===== src/rtl/brlite_mon_tx_pkg.sv =====
// brlite_mon_tx_pkg
// Shared types and constants for the BrLite monitor transmit path.
//   brlite_mon_t    : one monitor entry {payload, seq_source, producer, msvc}
//   mon_tx_state_e  : output handshake FSM states
//   make_seq_source : packs {sequence number, router address} into seq_source
package brlite_mon_tx_pkg;

  localparam int BRLITE_MON_NSVC       = 4;
  localparam int BRLITE_MON_SEQ_WIDTH  = 8;
  localparam int BRLITE_MON_ADDR_WIDTH = 8;
  localparam int BRLITE_MON_MSVC_WIDTH = $clog2(BRLITE_MON_NSVC);

  typedef logic [BRLITE_MON_SEQ_WIDTH-1:0]  mon_seq_t;
  typedef logic [BRLITE_MON_ADDR_WIDTH-1:0] mon_addr_t;
  typedef logic [BRLITE_MON_MSVC_WIDTH-1:0] mon_msvc_t;

  // Field order fixes the flit bit layout: payload occupies the MSBs.
  typedef struct packed {
    logic [31:0] payload;
    logic [15:0] seq_source;
    logic [15:0] producer;
    mon_msvc_t   msvc;
  } brlite_mon_t;

  typedef enum logic [1:0] {
    MON_TX_IDLE,
    MON_TX_SEND,
    MON_TX_RELEASE
  } mon_tx_state_e;

  function automatic logic [15:0] make_seq_source(input mon_seq_t seq, input mon_addr_t addr);
    return {seq, addr};
  endfunction

endpackage


===== src/rtl/brlite_mon_tx_if.sv =====
// brlite_mon_tx_if
// Local monitor-sample channel between the PE/DMNI side and brlite_mon_tx.
//   mon_valid    : sample valid (source -> sink)
//   mon_ready    : sink can accept (sink -> source)
//   mon_msvc     : monitor service index
//   mon_producer : producer id
//   mon_payload  : sample value
// master = sample source, slave = brlite_mon_tx.
interface brlite_mon_tx_if;
  import brlite_mon_tx_pkg::*;

  logic        mon_valid;
  logic        mon_ready;
  mon_msvc_t   mon_msvc;
  logic [15:0] mon_producer;
  logic [31:0] mon_payload;

  modport master (
    output mon_valid, mon_msvc, mon_producer, mon_payload,
    input  mon_ready
  );

  modport slave (
    input  mon_valid, mon_msvc, mon_producer, mon_payload,
    output mon_ready
  );

endinterface


===== src/rtl/brlite_mon_tx_fifo.sv =====
// brlite_mon_fifo
// Generic brlite_mon_t FIFO, DEPTH entries (power of two, >= 2).
//   clk, rst_n : clock, synchronous active-low reset
//   flush      : empties the FIFO; a coincident push is discarded
//   push       : write push_data at the tail
//   pop        : drop the head entry (ignored when empty)
//   head       : current head entry (valid when !empty)
//   overwrite  : when set, a push into a full FIFO replaces the oldest entry
//   full/empty : occupancy flags, derived from registered count only
module brlite_mon_fifo
  import brlite_mon_tx_pkg::*;
#(
  parameter int DEPTH = 4
) (
  input  logic        clk,
  input  logic        rst_n,
  input  logic        flush,
  input  logic        push,
  input  brlite_mon_t push_data,
  input  logic        pop,
  output brlite_mon_t head,
  input  logic        overwrite,
  output logic        full,
  output logic        empty
);

  localparam int              AW         = $clog2(DEPTH);
  localparam logic [AW:0]     FULL_COUNT = (AW+1)'(DEPTH);

  brlite_mon_t   mem [DEPTH];
  logic [AW-1:0] wr_ptr_reg;
  logic [AW-1:0] rd_ptr_reg;
  logic [AW:0]   count_reg;

  logic do_pop;
  logic do_push;
  logic do_drop;
  logic rd_adv;

  assign full  = (count_reg == FULL_COUNT);
  assign empty = (count_reg == '0);

  assign do_pop  = pop && !empty;
  // A full FIFO still takes a push when the head leaves in the same cycle.
  assign do_push = push && (!full || do_pop || overwrite);
  // Overwrite: the head is sacrificed so the tail write has room.
  assign do_drop = push && full && overwrite && !do_pop;
  assign rd_adv  = do_pop || do_drop;

  always_ff @(posedge clk) begin
    if (!rst_n || flush) begin
      wr_ptr_reg <= '0;
      rd_ptr_reg <= '0;
      count_reg  <= '0;
    end else begin
      if (do_push) wr_ptr_reg <= wr_ptr_reg + AW'(1);
      if (rd_adv)  rd_ptr_reg <= rd_ptr_reg + AW'(1);
      count_reg <= count_reg + (AW+1)'(do_push) - (AW+1)'(rd_adv);
    end
  end

  // Storage needs no reset; occupancy tracking decides what is valid.
  always_ff @(posedge clk) begin
    if (rst_n && !flush && do_push) mem[wr_ptr_reg] <= push_data;
  end

  // Head is read asynchronously so the FSM can capture it into its own
  // output register in the same cycle it pops.
  assign head = mem[rd_ptr_reg];

endmodule


===== src/rtl/brlite_mon_tx.sv =====
// brlite_mon_tx
// Transmit end of the BrLite monitor path: stamps local samples with a
// per-service 8-bit sequence number and the router address, queues them,
// and injects them one at a time over a 4-phase req/ack handshake.
// Ports:
//   clk_i, rst_ni : clock, synchronous active-low reset
//   clear_i       : one-cycle pulse, flushes queue and sequence counters
//   mon           : sample channel (brlite_mon_tx_if.slave)
//   req_o, ack_i  : flit handshake toward the BrLite monitor router
//   flit_o        : outgoing entry, held stable while req_o is high
//   drop_cnt_o    : overwritten-sample count (0 unless drop mode)
// Build option: define BRLITE_MON_TX_DROP_EN to never backpressure; a push
// into a full queue overwrites the oldest entry and counts a drop.
module brlite_mon_tx
  import brlite_mon_tx_pkg::*;
#(
  parameter mon_addr_t ADDRESS     = 8'h00,
  parameter int        BUFFER_SIZE = 4
) (
  input  logic               clk_i,
  input  logic               rst_ni,
  input  logic               clear_i,
  brlite_mon_tx_if.slave     mon,
  output logic               req_o,
  input  logic               ack_i,
  output brlite_mon_t        flit_o,
  output logic [15:0]        drop_cnt_o
);

  mon_tx_state_e state_reg;
  mon_tx_state_e state_next;
  brlite_mon_t   flit_reg;
  mon_seq_t      seq_all [BRLITE_MON_NSVC];

  logic        mon_ready_int;
  logic        accept;
  logic        fifo_push;
  logic        fifo_pop;
  logic        fifo_full;
  logic        fifo_empty;
  logic        fifo_overwrite;
  brlite_mon_t fifo_head;
  brlite_mon_t push_entry;

  assign mon.mon_ready = mon_ready_int;
  assign accept        = mon.mon_valid && mon_ready_int;
  // A sample accepted together with clear_i is discarded.
  assign fifo_push     = accept && !clear_i;

  // Per-service sequence counters. The counter still advances on an
  // accept that coincides with clear_i, but clear wins and zeroes it.
  for (genvar gi = 0; gi < BRLITE_MON_NSVC; gi++) begin : g_seq
    mon_seq_t cnt_reg;
    always_ff @(posedge clk_i) begin
      if (!rst_ni || clear_i) begin
        cnt_reg <= '0;
      end else if (accept && (mon.mon_msvc == BRLITE_MON_MSVC_WIDTH'(gi))) begin
        cnt_reg <= cnt_reg + 1'b1;
      end
    end
    assign seq_all[gi] = cnt_reg;
  end

  always_comb begin
    push_entry            = '0;
    push_entry.payload    = mon.mon_payload;
    push_entry.seq_source = make_seq_source(seq_all[mon.mon_msvc], ADDRESS);
    push_entry.producer   = mon.mon_producer;
    push_entry.msvc       = mon.mon_msvc;
  end

  brlite_mon_fifo #(
    .DEPTH(BUFFER_SIZE)
  ) u_fifo (
    .clk      (clk_i),
    .rst_n    (rst_ni),
    .flush    (clear_i),
    .push     (fifo_push),
    .push_data(push_entry),
    .pop      (fifo_pop),
    .head     (fifo_head),
    .overwrite(fifo_overwrite),
    .full     (fifo_full),
    .empty    (fifo_empty)
  );

`ifdef BRLITE_MON_TX_DROP_EN
  logic [15:0] drop_cnt_reg;
  logic        drop_event;

  assign mon_ready_int  = 1'b1;
  assign fifo_overwrite = 1'b1;
  assign drop_event     = fifo_push && fifo_full && !fifo_pop;

  always_ff @(posedge clk_i) begin
    if (!rst_ni || clear_i) begin
      drop_cnt_reg <= '0;
    end else if (drop_event && (drop_cnt_reg != 16'hFFFF)) begin
      drop_cnt_reg <= drop_cnt_reg + 16'd1;
    end
  end

  assign drop_cnt_o = drop_cnt_reg;
`else
  // Ready depends only on registered occupancy, never on ack_i.
  assign mon_ready_int  = !fifo_full;
  assign fifo_overwrite = 1'b0;
  assign drop_cnt_o     = 16'h0000;
`endif

  always_ff @(posedge clk_i) begin
    if (!rst_ni) begin
      state_reg <= MON_TX_IDLE;
      flit_reg  <= '0;
    end else begin
      state_reg <= state_next;
      if (fifo_pop) flit_reg <= fifo_head;
    end
  end

  always_comb begin
    state_next = state_reg;
    fifo_pop   = 1'b0;
    case (state_reg)
      MON_TX_IDLE: begin
        // Do not launch an entry that clear_i is flushing this cycle.
        if (!fifo_empty && !clear_i) begin
          fifo_pop   = 1'b1;
          state_next = MON_TX_SEND;
        end
      end
      MON_TX_SEND: begin
        if (ack_i) state_next = MON_TX_RELEASE;
      end
      MON_TX_RELEASE: begin
        // Second half of the 4-phase handshake.
        if (!ack_i) state_next = MON_TX_IDLE;
      end
      default: state_next = MON_TX_IDLE;
    endcase
  end

  assign req_o  = (state_reg == MON_TX_SEND);
  assign flit_o = flit_reg;

endmodule


===== src/flat_wrapper.sv =====
// flat-port wrapper written by rule: the top's interface ports become plain ports
module brlite_mon_tx_flat import brlite_mon_tx_pkg::*;
#(
  parameter mon_addr_t ADDRESS     = 8'h00,
  parameter int        BUFFER_SIZE = 4
)
  (clk_i, rst_ni, clear_i, req_o, ack_i, flit_o, drop_cnt_o, mon_mon_valid, mon_mon_msvc, mon_mon_producer, mon_mon_payload, mon_mon_ready);
  brlite_mon_tx_if mon_i ();
  input  logic clk_i;
  input  logic rst_ni;
  input  logic clear_i;
  output logic req_o;
  input  logic ack_i;
  output brlite_mon_t flit_o;
  output logic [15:0] drop_cnt_o;
  input wire logic [$bits(mon_i.mon_valid)-1:0] mon_mon_valid;
  input wire logic [$bits(mon_i.mon_msvc)-1:0] mon_mon_msvc;
  input wire logic [$bits(mon_i.mon_producer)-1:0] mon_mon_producer;
  input wire logic [$bits(mon_i.mon_payload)-1:0] mon_mon_payload;
  output wire logic [$bits(mon_i.mon_ready)-1:0] mon_mon_ready;
  assign mon_i.mon_valid = mon_mon_valid;
  assign mon_i.mon_msvc = mon_mon_msvc;
  assign mon_i.mon_producer = mon_mon_producer;
  assign mon_i.mon_payload = mon_mon_payload;
  assign mon_mon_ready = mon_i.mon_ready;
  brlite_mon_tx #(.ADDRESS(ADDRESS), .BUFFER_SIZE(BUFFER_SIZE)) u_core (.clk_i(clk_i), .rst_ni(rst_ni), .clear_i(clear_i), .mon(mon_i), .req_o(req_o), .ack_i(ack_i), .flit_o(flit_o), .drop_cnt_o(drop_cnt_o));
endmodule

===== config.mk =====
export PLATFORM = sky130hd
export DESIGN_NAME = brlite_mon_tx_flat
export DESIGN_NICKNAME = d
export VERILOG_FILES = /design/src/rtl/brlite_mon_tx_pkg.sv /design/src/rtl/brlite_mon_tx_if.sv /design/src/rtl/brlite_mon_tx_fifo.sv /design/src/rtl/brlite_mon_tx.sv /design/src/flat_wrapper.sv
export SDC_FILE = /design/constraint.sdc
export NUM_CORES = 1
export LEC_CHECK = 0
export BUFFER_PORTS_ARGS = -buffer_cell sky130_fd_sc_hd__buf_2
export CAP_MARGIN = 10
export CORE_ASPECT_RATIO = 0.75
export CORE_MARGIN = 4
export CORE_UTILIZATION = 60
export CTS_CLUSTER_DIAMETER = 40
export CTS_CLUSTER_SIZE = 20
export DETAILED_ROUTE_END_ITERATION = 12
export PLACE_DENSITY = 0.81
export SETUP_SLACK_MARGIN = 0.15
export SYNTH_ARGS = -nofsm -noshare
export SYNTH_HDL_FRONTEND = slang
export SYNTH_SLANG_ARGS = --single-unit

===== constraint.sdc =====
create_clock -name clk_i -period 6.8 [get_ports clk_i]
set_input_delay 0 -clock clk_i [delete_from_list [all_inputs] [get_ports clk_i]]
set_output_delay 0 -clock clk_i [all_outputs]
set_load 0.01 [all_outputs]

# After elaboration in Yosys (flattened, before gate mapping)
# Memories as Yosys holds them, arrays and structs flattened. A register that Yosys moved wholly into a read port is not among the register bits.
# Cells that the tools add are included.
[totals]
n_memories = 1
wordCells = 62
reg_bits = 57
ramBits = 232
output_inout_bits = 84
[memory_table]
columns = ["name", "words", "width", "read_ports", "rd_clocked_by_memory_dff", "write_ports", "line", "text"]
rows = [
  ["u_core.u_fifo.mem", 4, 58, 1, 1, 1, "brlite_mon_tx_fifo.sv:30", "brlite_mon_t mem [DEPTH];"],
]
[classes]
order_cmp = 1
reduce_logical = 22
n_eq_ne = 9
addsub = 8
bitwise = 1
mux = 11
[ops]
columns = ["cell", "n"]
rows = [
  ["adder 8 x 1 -> 8 bit (second input constant)", 4],
  ["binary-select mux 8 bit (select 2 bit)", 1],
  ["2-to-1 mux 8 bit", 2],
  ["logical AND 1 bit", 11],
  ["== test 2 bit (second input constant)", 3],
  ["2-to-1 mux 2 bit", 3],
  ["one-hot mux 2 bit (3 select lines)", 1],
  ["logical NOT 1 bit", 5],
  ["adder 2 x 1 -> 2 bit (second input constant)", 2],
  ["== test 2 x 1 -> 1 bit (second input constant)", 2],
  ["logical NOT 2 bit", 2],
  ["2-to-1 mux 1 bit", 4],
  ["inequality test 2 x 1 -> 1 bit (second input constant)", 2],
  ["adder 3 x 1 -> 3 bit", 1],
  ["== test 3 bit (second input constant)", 1],
  ["greater-or-equal comparator 3 bit (second input constant)", 1],
  ["logical NOT 3 bit", 1],
  ["NOT 2 -> 3 bit", 1],
  ["AND reduction 3 bit", 1],
  ["subtractor 3 x 1 -> 3 bit", 1],
  ["logical OR 1 bit", 2],
  ["inequality test 2 bit (second input constant)", 1],
]

# Depth between registers and ports, before layout
# Gate-level depths: netlist of run 1.
[logic_depth]
ltp_word = 11
mapped_depth = 12

# Hierarchy
# Synthesis of run 1 repeated with hierarchy kept, for this count alone.
[hier_totals]
hier_cells = 899
area_unflattened_um2 = 14368.8
[modules_own_cells]
columns = ["module", "cells_each", "area_each_um2", "n_inst"]
rows = [
  ["brlite_mon_fifo", 399, 10028.4, 1],
  ["brlite_mon_tx", 500, 4340.4, 1],
]

# Worst setup path after synthesis of run 1
# No wires, ideal clock.
[synth_timing]
path_type = "register to register"
startpoint = "register u_core.u_fifo.count_reg[2]"
endpoint = "memory u_core.u_fifo.mem[0][0] in the netlist's numbering (enable)"
arrival_ps = 2425
path_slack_ps = 3953
path_stages_with_launch = 6
setup_time_ps = 422
path_buffers = 1
path_cell_list = "dfxtp_1 > nor3b_1 > inv_1 > and2_1 > clkbuf_1 > and3_1"
[synth_between]
word_cells_on_any_way = 15
[synth_rtl]
columns = ["item", "line", "text"]
rows = [
  ["start, declared", "brlite_mon_tx_fifo.sv:33", "logic [AW:0] count_reg;"],
  ["start signal, assigned", "brlite_mon_tx_fifo.sv:58", "count_reg <= count_reg + (AW+1)'(do_push) - (AW+1)'(rd_adv);"],
  ["== test 3 bit *", "brlite_mon_tx_fifo.sv:40", "assign full = (count_reg == FULL_COUNT);"],
  ["logical NOT 1 bit *", "brlite_mon_tx.sv:106", "assign mon_ready_int = !fifo_full;"],
  ["named net mon_mon_ready", "flat_wrapper.sv:20", "output wire logic [$bits(mon_i.mon_ready)-1:0] mon_mon_ready;"],
  ["logical AND 1 bit", "brlite_mon_tx.sv:46", "assign accept = mon.mon_valid && mon_ready_int;"],
  ["logical AND 1 bit", "brlite_mon_tx.sv:48", "assign fifo_push = accept && !clear_i;"],
  ["logical AND 1 bit *", "brlite_mon_tx_fifo.sv:45", "assign do_push = push && (!full || do_pop || overwrite);"],
  ["logical AND 1 bit *", "brlite_mon_tx_fifo.sv:64", "if (rst_n && !flush && do_push) mem[wr_ptr_reg] <= push_data;"],
  ["2-to-1 mux 1 bit *", "brlite_mon_tx_fifo.sv:64", ""],
  ["2-to-1 mux 1 bit (implied by the code) *", "brlite_mon_tx_fifo.sv:64", ""],
  ["end, declared", "brlite_mon_tx_fifo.sv:30", ""],
]
# The timed path passes the listed nets; every way through them passes the cells marked *.

# Worst setup path after layout of run 1
[layout_timing]
startpoint = "register u_core.u_fifo.count_reg[1]"
endpoint = "register u_core.u_fifo.count_reg[2]"
[layout_between]
elab_chain_len = 10
word_cells_on_any_way = 14
[layout_lines]
columns = ["item", "line", "text"]
rows = [
  ["logical NOT 3 bit", "brlite_mon_tx_fifo.sv:41", "assign empty = (count_reg == '0);"],
  ["logical NOT 1 bit", "brlite_mon_tx_fifo.sv:43, brlite_mon_tx.sv:127", ""],
  ["logical AND 1 bit", "brlite_mon_tx.sv:127", "if (!fifo_empty && !clear_i) begin"],
  ["2-to-1 mux 1 bit", "brlite_mon_tx.sv:127", ""],
  ["2-to-1 mux 1 bit", "brlite_mon_tx.sv:124", "case (state_reg)"],
  ["logical AND 1 bit", "brlite_mon_tx_fifo.sv:43", "assign do_pop = pop && !empty;"],
  ["logical OR 1 bit", "brlite_mon_tx_fifo.sv:45", ""],
  ["logical AND 1 bit", "brlite_mon_tx_fifo.sv:45", ""],
  ["adder 3 x 1 -> 3 bit", "brlite_mon_tx_fifo.sv:58", ""],
  ["subtractor 3 x 1 -> 3 bit *", "brlite_mon_tx_fifo.sv:58", ""],
]
# Every way passes the cells marked *; elsewhere a longest branch is shown, timed or not.
# A chain may end at the register's enable or synchronous reset.

==> impl_metrics.env, run 1 <==
export IMPL_hpwl_microns=14600
export IMPL_area_delta_synth_final_pct=18.2
export IMPL_drt_iter0_drc=652
export IMPL_p_per_area_nw_per_um2=277
export IMPL_antenna_left=0
export IMPL_p_switching_uw=927
export IMPL_dieArea_sq_um=23500
export IMPL_worstSetupStartpoint="u_core.u_fifo.count_reg[1]$_SDFF_PP0_"
export IMPL_slowest_delay_ps=630
export IMPL_clock_sinks=331
export IMPL_gr_total_overflow=0
export IMPL_ys_types=38
export IMPL_outcome="finished, final reports clean"
export IMPL_clk_pin_slew_ps=80
export IMPL_die_x_microns=176
export IMPL_hold_viol=0
export IMPL_period_needed_ps=3080
export IMPL_grt_pass1_wl_microns=40400
export IMPL_fin_setup_tns_ps=0
export IMPL_synth_main_ff_cell="edfxtp_1"
export IMPL_maxSlewHeadroom=0.475
export IMPL_postCtsSetupRepairBufs=0
export IMPL_port_buffers=114
export IMPL_p_comb_frac=0.050
export IMPL_async_flop_share=0
export IMPL_syn_area_per_cell_sq_um=16.7
export IMPL_crit_type="register to register"
export IMPL_drc=0
export IMPL_place_congestion=0.838
export IMPL_slew_viol_final=0
export IMPL_regToRegSetupSlack_ps=3720
export IMPL_final_common_cell="edfxtp_1"
export IMPL_h_tree_depth=1
export IMPL_path_max_fanout=51
export IMPL_grt_usage=0.219
export IMPL_crit_cells=10
export IMPL_grt_max_degree=64
export IMPL_ys_ff_latch=331
export IMPL_crit_required_ps=7240
export IMPL_routedWlPerCell_microns=20.8
export IMPL_vias_per_cell=5.76
export IMPL_endpoint="u_core.u_fifo.count_reg[2]$_SDFF_PP0_"
export IMPL_rsz0062_at_grt="no"
export IMPL_fin_area_sq_um=15000
export IMPL_fin_ws_ps=3720
export IMPL_setup_viol_count_final=0
export IMPL_wl_microns=25600
export IMPL_syn_inst=756
export IMPL_critPathTopFamily="adder cells"
export IMPL_worst_pin_slew_ps=788
export IMPL_multiInputGateArea_sq_um=3410
export IMPL_die_height_microns=134
export IMPL_syn_area_sq_um=12700
export IMPL_insertedDiodeCount=0
export IMPL_rows=45
export IMPL_p_sw_frac=0.224
export IMPL_timing_fmax_mhz=324
export IMPL_synth_edf_count=232
export IMPL_rr_endpoint="u_core.u_fifo.count_reg[2]$_SDFF_PP0_"
export IMPL_yosys_warnings=0
export IMPL_cts_buffers=31
export IMPL_core_area_sq_um=20500
export IMPL_critPathBufInv=2
export IMPL_first_global_vias=7235
export IMPL_nets=987
export IMPL_ios=139
export IMPL_clock_tree_root_cell="clkbuf_16"
export IMPL_leakagePower_nw=5.08
export IMPL_fin_crit_sh=0.454
export IMPL_fillers=1279
export IMPL_internal_power_mw=3.21
export IMPL_tritoncts="built"
export IMPL_critPathLaunchType="register"
export IMPL_path_cells="nor3_1 -> nor4_4 -> buf_4 -> ha_1 -> inv_1 -> ha_1 -> fa_1 -> xnor2_1 -> xnor2_1 -> nor2_1"
export IMPL_synth_seq_area_share=0.707
export IMPL_vias=7076
export IMPL_place_area_sq_um=13400
export IMPL_finish_utilization=0.730
export IMPL_drtPass1Iterations=5
export IMPL_vdd_drop_max_mv=0.241
export IMPL_fin_worst_skew_ps=19.8
export IMPL_critPathCaptureType="register"
export IMPL_regArea_sq_um=8950
export IMPL_seq_power_share=0.533
export IMPL_antenna_found_initial=1
export IMPL_most_common_layout_cells="232 x edfxtp_1, 114 x buf_2, 97 x dfxtp_1, 71 x nand2_1, 66 x mux4_2"
export IMPL_cp_arrival_ps=3520
export IMPL_dpl_worst_slack_ps=3770
export IMPL_hp_class="input port to register"
export IMPL_cap_violations=0
export IMPL_largest_reg_flops=232
export IMPL_cts_max_path_buffers=3
export IMPL_initial_core_util=0.617
export IMPL_clock_insertion_delay_worst_skew_ps=560
export IMPL_clkPwrFrac=0.416
export IMPL_r2r_start="u_core.u_fifo.count_reg[1]$_SDFF_PP0_"
export IMPL_drive_gt1_frac=0.276
export IMPL_crit_path_top_delay_cell="buf_4"
export IMPL_reg2reg_depth=10
layer usage:
layer / part of all wire / GRT usage / vias to the layer above
met5: 0.00047 / 0 / -
li1: - / - / 3203
met1: 0.42 / 0.309 / 3567
met3: 0.062 / 0.0332 / 46
met4: 0.020 / 0.0524 / 2
met2: 0.50 / 0.367 / 258
worst min path at each step:
stage                                    from                            endpoint  slack (ps)  cells after the start
after floorplan               mon_mon_msvc[0]   u_core.u_fifo.mem[0][0]$_DFFE_PP_         100                      0
after global placement    mon_mon_payload[30]  u_core.u_fifo.mem[0][56]$_DFFE_PP_         210                      1
after detailed placement  mon_mon_payload[26]  u_core.u_fifo.mem[0][52]$_DFFE_PP_         220                      1
after CTS                              rst_ni      u_core.flit_o[47]$_SDFFE_PN0N_         110                      4
after global routing                   rst_ni      u_core.flit_o[50]$_SDFFE_PN0N_         150                      4
final                                  rst_ni      u_core.flit_o[52]$_SDFFE_PN0N_         120                      4
cell families (layout without fill, tap and decap cells):
kind of cell,Yosys count,after routing,synth area share
flip-flops,331,331,0.707
AND/OR/NAND/NOR,166,166,0.0631
AO/OA/AOI/OAI,75,75,0.0477
buffers and inverters,75,242,0.0311
multiplexers,68,68,0.119
XOR/XNOR,29,29,0.0201
adder cells (fa/ha/maj),11,11,0.0115
other,1,24,0.000296
power by group through the flow:
stage	Combinational, mW	Sequential [mW]	Clock (mW)
5_1_grt	0.226	2.21	1.84
3_5_place_dp	0.181	2.25	0
2_1_floorplan	0.114	2.25	0
4_1_cts	0.208	2.21	1.74
6_report	0.208	2.21	1.72
3_3_place_gp	0.175	2.25	0
cells in the mapped netlist (all sizes together) (4+ instances only):
library cell | n | area share
edfxtp | 232 | 0.55
dfxtp | 99 | 0.16
nand2 | 71 | 0.021
mux4 | 66 | 0.12
o2bb2ai | 58 | 0.040
buf | 41 | 0.021
nor2 | 36 | 0.011
clkbuf | 28 | 0.0083
xnor2 | 26 | 0.018
ha | 10 | 0.0099
nand3 | 9 | 0.0036
a21oi | 8 | 0.0032
nor4 | 8 | 0.0051
nor3 | 7 | 0.0028
inv | 6 | 0.0018
nand4 | 6 | 0.0030
o21ai | 6 | 0.0024
and3 | 5 | 0.0025
and2 | 4 | 0.0020
nor4b | 4 | 0.0033
timing repair:
item,4_1_cts,5_1_grt
resized for setup,0,0
hold buffers,53,0
hold endpoints to repair,218,0
area by class of cell:
| type | count | area share |
|---|---|---|
| clock buffer | 34 | 0.0547 |
| tap | 282 | 0.0236 |
| sequential | 331 | 0.599 |
| inverter | 6 | 0.00151 |
| multi-input combinational | 373 | 0.228 |
| timing repair buffer | 178 | 0.0791 |
| clock inverter | 24 | 0.0147 |
worst min-delay path, stage by stage:
cell	delay, ps
buf_2	100
buf_4	310
nand2_1	150
o2bb2ai_1	60
metrics by stage:
| step | hold slack [ps] | instances | power, mW |
|---|---|---|---|
| floorplan | 98.9 | 779 | 2.37 |
| global placement | 215 | 1117 | 2.43 |
| detailed placement | 219 | 1117 | 2.43 |
| CTS | 110 | 1228 | 4.16 |
| global route | 150 | 1228 | 4.28 |
| finish | 116 | 1228 | 4.14 |
No activity file was read; power rests on OpenSTA's default activity.
==> run 2, diff against run 1 <==
Settings changed: ABC_AREA from default to 1, CORE_UTILIZATION 60 to 53, PLACE_DENSITY 0.81 to 0.76.
Clock period 6.8 ns to 2.57 ns, I/O delays scaled along.
==> run 2 against run 1 <==
  * Fmax up 48%
  * Sequential share of layout area fell by 2.9 points
  * First-iteration DRC count up 30%
  * Critical path depth shrank 4
  * Combinational power rose to 3.5 times the previous value
  * Final cell count increased by 47%
  * Clock power increased to 2.7 times the previous value
  * Non-clock buffer count is 10 higher
  * Clock skew down 3.3 ps
  * Final area grew 5.1%
  * Critical endpoint is now u_core.u_fifo.mem[3][17]$_DFFE_PP_
==> impl_metrics.env, run 2 <==
export IMPL_outcome="finished, final reports clean"
export IMPL_synthTopCellsByArea="edfxtp_1 53%, dfxtp_1 15%, nor2_1 12%"
export IMPL_clock_insertion_delay_worst_skew_ps=560
export IMPL_final_common_cell="nor2_1"
export IMPL_initial_core_util=0.545
export IMPL_crit_required_ps=2810
export IMPL_vdd_drop_max_mv=0.512
export IMPL_slowest_delay_ps=380
export IMPL_largest_reg_flops=232
export IMPL_antenna_left=0
export IMPL_syn_area_per_cell_sq_um=10.3
export IMPL_setup_viol_count_final=0
export IMPL_period_needed_ps=2080
export IMPL_drive_gt1_frac=0.150
export IMPL_place_congestion=0.848
export IMPL_path_max_fanout=36
export IMPL_syn_area_sq_um=13200
export IMPL_drt_iter0_drc=846
export IMPL_clock_sinks=331
export IMPL_tritoncts="built"
export IMPL_slew_viol_final=0
export IMPL_path_cells="nor2_2 -> a21oi_1 -> buf_4 -> nand2_1 -> nor2_4 -> buf_12"
export IMPL_worst_pin_slew_ps=751
export IMPL_ys_types=28
export IMPL_vias=9374
export IMPL_synth_main_ff_cell="edfxtp_1"
export IMPL_gr_total_overflow=0
export IMPL_antenna_found_initial=3
export IMPL_drc=0
export IMPL_finish_utilization=0.648
export IMPL_p_total_mw=11.3
export IMPL_ctsResizeCount=0
export IMPL_cp_arrival_ps=2320
export IMPL_drtPass1Iterations=5
export IMPL_hpwl_microns=17500
export IMPL_instances_no_fill=1804
export IMPL_hp_class="input port to register"
export IMPL_async_flop_share=0
export IMPL_cap_violations=0
export IMPL_crit_path_top_delay_cell="dfxtp_1"
export IMPL_fin_worst_skew_ps=16.5
export IMPL_p_per_area_nw_per_um2=716
export IMPL_h_tree_depth=1
export IMPL_nets=1512
export IMPL_hold_viol=0
export IMPL_grt_usage=0.207
export IMPL_core_area_sq_um=24300
export IMPL_synth_top_cell_by_area="edfxtp_1"
export IMPL_fin_crit_sh=0.811
export IMPL_port_buffers=114
export IMPL_routedWlPerCell_microns=16.2
export IMPL_area_delta_synth_final_pct=18.8
export IMPL_die_height_microns=145
export IMPL_ys_ff_latch=331
export IMPL_synth_edf_count=232
export IMPL_finalHoldWorstSlack_ps=201
export IMPL_cts_buffers=31
export IMPL_grt_pass1_wl_microns=46000
export IMPL_most_common_layout_cells="411 x nor2_1, 232 x edfxtp_1, 147 x o21ai_0, 138 x nand2_1, 114 x buf_2"
export IMPL_maxSlewHeadroom=0.499
export IMPL_synth_top_cells_by_count="415 x nor2_1, 232 x edfxtp_1, 147 x o21ai_0"
export IMPL_leakagePower_nw=6.08
export IMPL_wl_microns=29200
export IMPL_critPathCaptureType="register"
export IMPL_synth_most_common_cell="nor2_1"
export IMPL_fin_setup_tns_ps=0
export IMPL_cts_max_path_buffers=3
export IMPL_place_inst=1689
export IMPL_yosys_warnings=0
export IMPL_timing_fmax_mhz=480
export IMPL_ios=139
export IMPL_die_x_microns=190
export IMPL_synth_seq_area_share=0.676
export IMPL_clock_tree_root_cell="clkbuf_16"
export IMPL_critPathLaunchType="register"
export IMPL_first_global_vias=8702
export IMPL_vias_per_cell=5.20
export IMPL_synth_top_area_frac=0.527
export IMPL_syn_inst=1286
export IMPL_rows=49
export IMPL_dieArea_sq_um=27600
export IMPL_rsz0062_at_grt="no"
export IMPL_clk_pin_slew_ps=70
export IMPL_grt_max_degree=119
export IMPL_crit_type="register to register"
[run 2: cell types whose count changed after synthesis, moves of 7 or more]
cell / previous run / this run
nor2_1: 36 / 415
o21ai_0: 6 / 147
nand2_1: 71 / 138
mux4_2: 66 / 0
o2bb2ai_1: 58 / 0
o21ai_1: 0 / 33
xnor2_1: 26 / 0
inv_1: 6 / 30
a21oi_1: 8 / 27
a22oi_1: 0 / 11
buf_2: 14 / 23
inv_2: 0 / 9
nand3_1: 9 / 18
nor4_1: 7 / 0
[run 2: cells by family (layout without fill, tap and decap cells)]
kind of cell / Yosys count / after routing / share of synthesized area
XOR/XNOR: 7 / 7 / 0.00463
AND/OR/NAND/NOR: 593 / 593 / 0.177
other: 1 / 27 / 0.000283
AO/OA/AOI/OAI: 220 / 220 / 0.0859
adder cells (fa/ha/maj): 11 / 11 / 0.0110
buffers and inverters: 123 / 284 / 0.0451
flip-flops: 331 / 331 / 0.676
[run 2: metal layers]
metal	part of all wire	global-route usage	vias up
li1	-	-	4591
met1	0.46	0.308	4383
met2	0.44	0.325	358
met3	0.081	0.0367	42
met4	0.017	0.0434	0
met5	0	0	-
[run 2: worst max-delay path: cells and delay by family (launching register included)]
kind	cells	cell delay (ps)
simple gates	3	690
flops	1	380
compound gates	1	180
buf+inv	2	500
[run 2: final cells by class]
type	instances	area [sq um]
repair buffers	188	1340
diodes	3	7.51
multi-input cells	855	3800
well taps	331	414
fillers	1845	8560
inverters	39	146
flip-flops and latches	331	8950
clock inverters	24	278
clock buffers	33	783
[run 2: stage by stage]
step | cell area, sq um | worst slack, ps
6_report | 15700 | 486
5_1_grt | 15700 | 377
4_1_cts | 15700 | 485
3_5_place_dp | 14100 | 497
3_3_place_gp | 14100 | 525
2_1_floorplan | 13300 | -281
[run 2: worst paths after layout]
| check | from | to | slack (ps) | depth (start not counted) |
|---|---|---|---|---|
| setup reg to reg | u_core.u_fifo.count_reg[1]$_SDFF_PP0_ | u_core.u_fifo.mem[3][17]$_DFFE_PP_ | 490 | 6 |
| setup / recovery | u_core.u_fifo.count_reg[1]$_SDFF_PP0_ | u_core.u_fifo.mem[3][17]$_DFFE_PP_ | 490 | 6 |
| hold / removal | mon_mon_payload[30] | u_core.u_fifo.mem[3][56]$_DFFE_PP_ | 200 | 2 |
| hold reg to reg | u_core.flit_o[60]$_SDFFE_PN0N_ | u_core.flit_o[60]$_SDFFE_PN0N_ | 500 | 2 |
[run 2: timing repair]
| item | in CTS | in global routing |
|---|---|---|
| setup buffers | 0 | 0 |
| endpoints found under the hold margin | 230 | 0 |
| setup endpoints to repair | 0 | 0 |
| hold buffers | 55 | 0 |
[run 2: report_power, final]
group          total, mW  leakage (nW)  internal, mW  switching [mW]
combinational      0.735          2.65         0.263           0.472
clock               4.64         0.516          2.52            2.12
sequential          5.88          2.91          5.82          0.0550
==> run 3, diff against run 2 <==
Settings changed: ABC_AREA 1 to 0, CORE_UTILIZATION 53 to 52, PLACE_DENSITY 0.76 to 0.75.
Clock period 2.57 ns to 1.7 ns, I/O delays scaled along.
==> run 3 against run 2 <==
  * The flow now finishes with violations (setup timing)
  * First-iteration DRC count up 0.59%
  * Power up 61%
  * Non-clock buffer count is 106 higher
  * Critical path depth rose by 5
  * Fmax fell by 1.4%
  * Highest routed layer unchanged
  * Clock skew rose by 22 ps
  * Largest cell class unchanged
==> impl_metrics.env, run 3 (synthesis gave the netlist of run 1 again) <==
export IMPL_holdCritStartpoint="mon_mon_msvc[1]"
export IMPL_clk_pin_slew_ps=80
export IMPL_antenna_left=0
export IMPL_slowest_delay_ps=370
export IMPL_cts_max_path_buffers=3
export IMPL_insertedDiodeCount=0
export IMPL_min_to="u_core.u_fifo.mem[3][1]$_DFFE_PP_"
export IMPL_rr_endpoint="u_core.u_fifo.count_reg[2]$_SDFF_PP0_"
export IMPL_antenna_found_initial=0
export IMPL_vdd_drop_max_mv=0.947
export IMPL_grt_use_met2=0.426
export IMPL_min_delay_path_depth=2
export IMPL_setup_viol_count_final=262
export IMPL_vias_per_cell=6.01
export IMPL_critPathCaptureType="register"
export IMPL_path_max_fanout=3
export IMPL_place_area_sq_um=13900
export IMPL_finish_utilization=0.755
export IMPL_reg2reg_depth=11
export IMPL_cap_violations=0
export IMPL_worst_pin_slew_ps=618
export IMPL_core_area_sq_um=24000
export IMPL_fin_worst_skew_ps=38.6
export IMPL_area_delta_synth_final_pct=43.0
export IMPL_r2r_start="u_core.u_fifo.count_reg[2]$_SDFF_PP0_"
export IMPL_clock_insertion_delay_worst_skew_ps=530
export IMPL_met1_usage=0.341
export IMPL_wl_microns=40200
export IMPL_path_cells="nor3b_4 -> inv_2 -> and2_4 -> nand2b_4 -> ha_4 -> inv_2 -> ha_4 -> fa_2 -> xnor2_2 -> xnor2_1 -> nor2_1"
export IMPL_instances_no_fill=1396
export IMPL_p_per_area_nw_per_um2=1000
export IMPL_hp_class="input port to register"
export IMPL_hold_viol=0
export IMPL_dieArea_sq_um=26900
export IMPL_h_tree_depth=2
export IMPL_final_common_cell="edfxtp_1"
export IMPL_critPathTopFamily="adder cells"
export IMPL_critPathLaunchType="register"
export IMPL_fin_area_sq_um=18100
export IMPL_fin_setup_tns_ps=-32450
export IMPL_regToRegSetupSlack_ps=-410
export IMPL_rsz0062_at_grt="yes"
export IMPL_routedWlPerCell_microns=28.8
export IMPL_tritoncts="built"
export IMPL_dpl_worst_slack_ps=-285
export IMPL_ios=139
export IMPL_top_usage_layer="met2"
export IMPL_initial_core_util=0.528
export IMPL_drt_iter0_drc=851
export IMPL_cts_buffers=34
export IMPL_timing_fmax_mhz=473
export IMPL_drive_gt1_frac=0.438
export IMPL_nets=1106
export IMPL_hpwl_microns=15500
export IMPL_outcome="complete, but fails checks"
export IMPL_die_height_microns=143
export IMPL_critPathBufInv=2
export IMPL_maxSlewHeadroom=0.587
export IMPL_first_global_vias=8060
export IMPL_slew_viol_final=0
export IMPL_grt_max_degree=51
export IMPL_place_inst=1194
export IMPL_cp_arrival_ps=2520
export IMPL_violations="setup timing"
export IMPL_fin_crit_sh=1.24
export IMPL_grt_usage=0.252
export IMPL_fin_ws_ps=-413
export IMPL_crit_required_ps=2110
export IMPL_most_common_layout_cells="232 x edfxtp_1, 114 x buf_2, 92 x dfxtp_1, 70 x nand2_1, 66 x mux4_2"
export IMPL_rows=49
export IMPL_clock_tree_root_cell="clkbuf_16"
export IMPL_crit_path_top_delay_cell="dfxtp_4"
export IMPL_finalHoldWorstSlack_ps=12.0
export IMPL_gr_total_overflow=0
export IMPL_leakagePower_nw=6.32
export IMPL_period_needed_ps=2110
export IMPL_p_total_mw=18.2
export IMPL_drc=0
export IMPL_crit_type="register to register"
export IMPL_largest_reg_flops=232
export IMPL_drtPass1Iterations=5
export IMPL_use_met3=0.0425
export IMPL_grt_pass1_wl_microns=50500
export IMPL_port_buffers=114
export IMPL_vias=8392
export IMPL_place_congestion=0.760
export IMPL_die_x_microns=188
export IMPL_clock_sinks=331
==> run 3: changes by cell type in the layout (fill, tap and decap cells not counted), moves of 28 or more <==
cell       previous run  this run
nor2_1              411        35
mux4_2                0        66
nand2_1             138        70
buf_16                0        28
o2bb2ai_2             0        37
o21ai_1              33         0
o21ai_0             147         6
==> run 3: worst max-delay path by stage <==
| stage | to | cells past startpoint | from |
|---|---|---|---|
| after floorplan | u_core.u_fifo.count_reg[2]$_SDFF_PP0_ | 10 | u_core.u_fifo.count_reg[0]$_SDFF_PP0_ |
| after global placement | u_core.u_fifo.count_reg[2]$_SDFF_PP0_ | 11 | u_core.u_fifo.count_reg[2]$_SDFF_PP0_ |
| after detailed placement | u_core.u_fifo.count_reg[2]$_SDFF_PP0_ | 11 | u_core.u_fifo.count_reg[2]$_SDFF_PP0_ |
| after CTS | u_core.u_fifo.count_reg[2]$_SDFF_PP0_ | 11 | u_core.u_fifo.count_reg[2]$_SDFF_PP0_ |
| after global routing | u_core.u_fifo.count_reg[2]$_SDFF_PP0_ | 11 | u_core.u_fifo.count_reg[2]$_SDFF_PP0_ |
| final | u_core.u_fifo.count_reg[2]$_SDFF_PP0_ | 11 | u_core.u_fifo.count_reg[2]$_SDFF_PP0_ |
==> run 3: timing repair <==
action,in CTS,in global routing
gates resized for setup,68,122
setup endpoints to repair,276,322
pin swaps,6,46
setup buffers,36,16
hold buffers,51,0
cloned,29,11
endpoints found under the hold margin,206,0
==> run 3: final cells by class <==
type                    count  area (sq um)
clock buffers              43           916
clock inverters            18           218
fillers                  1259          5880
inverters                   6          22.5
multi-input cells         373          4280
flip-flops and latches    331          8970
well taps                 331           414
repair buffers            294          3270
==> run 3: where the power goes <==
part           leakage [nW]  switching (mW)  total [mW]  internal, mW
Sequential             2.92          0.0963        8.84          8.75
Clock                 0.553            3.51        7.79          4.28
Combinational          2.85           0.791        1.54         0.746
Total                  6.32            4.40        18.2          13.8
==> run 3: per-layer routing <==
metal / up-vias / routed length (microns)
met3: 117 / 3420
met5: - / 0
li1: 3470 / -
met1: 4270 / 14900
met2: 535 / 20200
met4: 0 / 1770
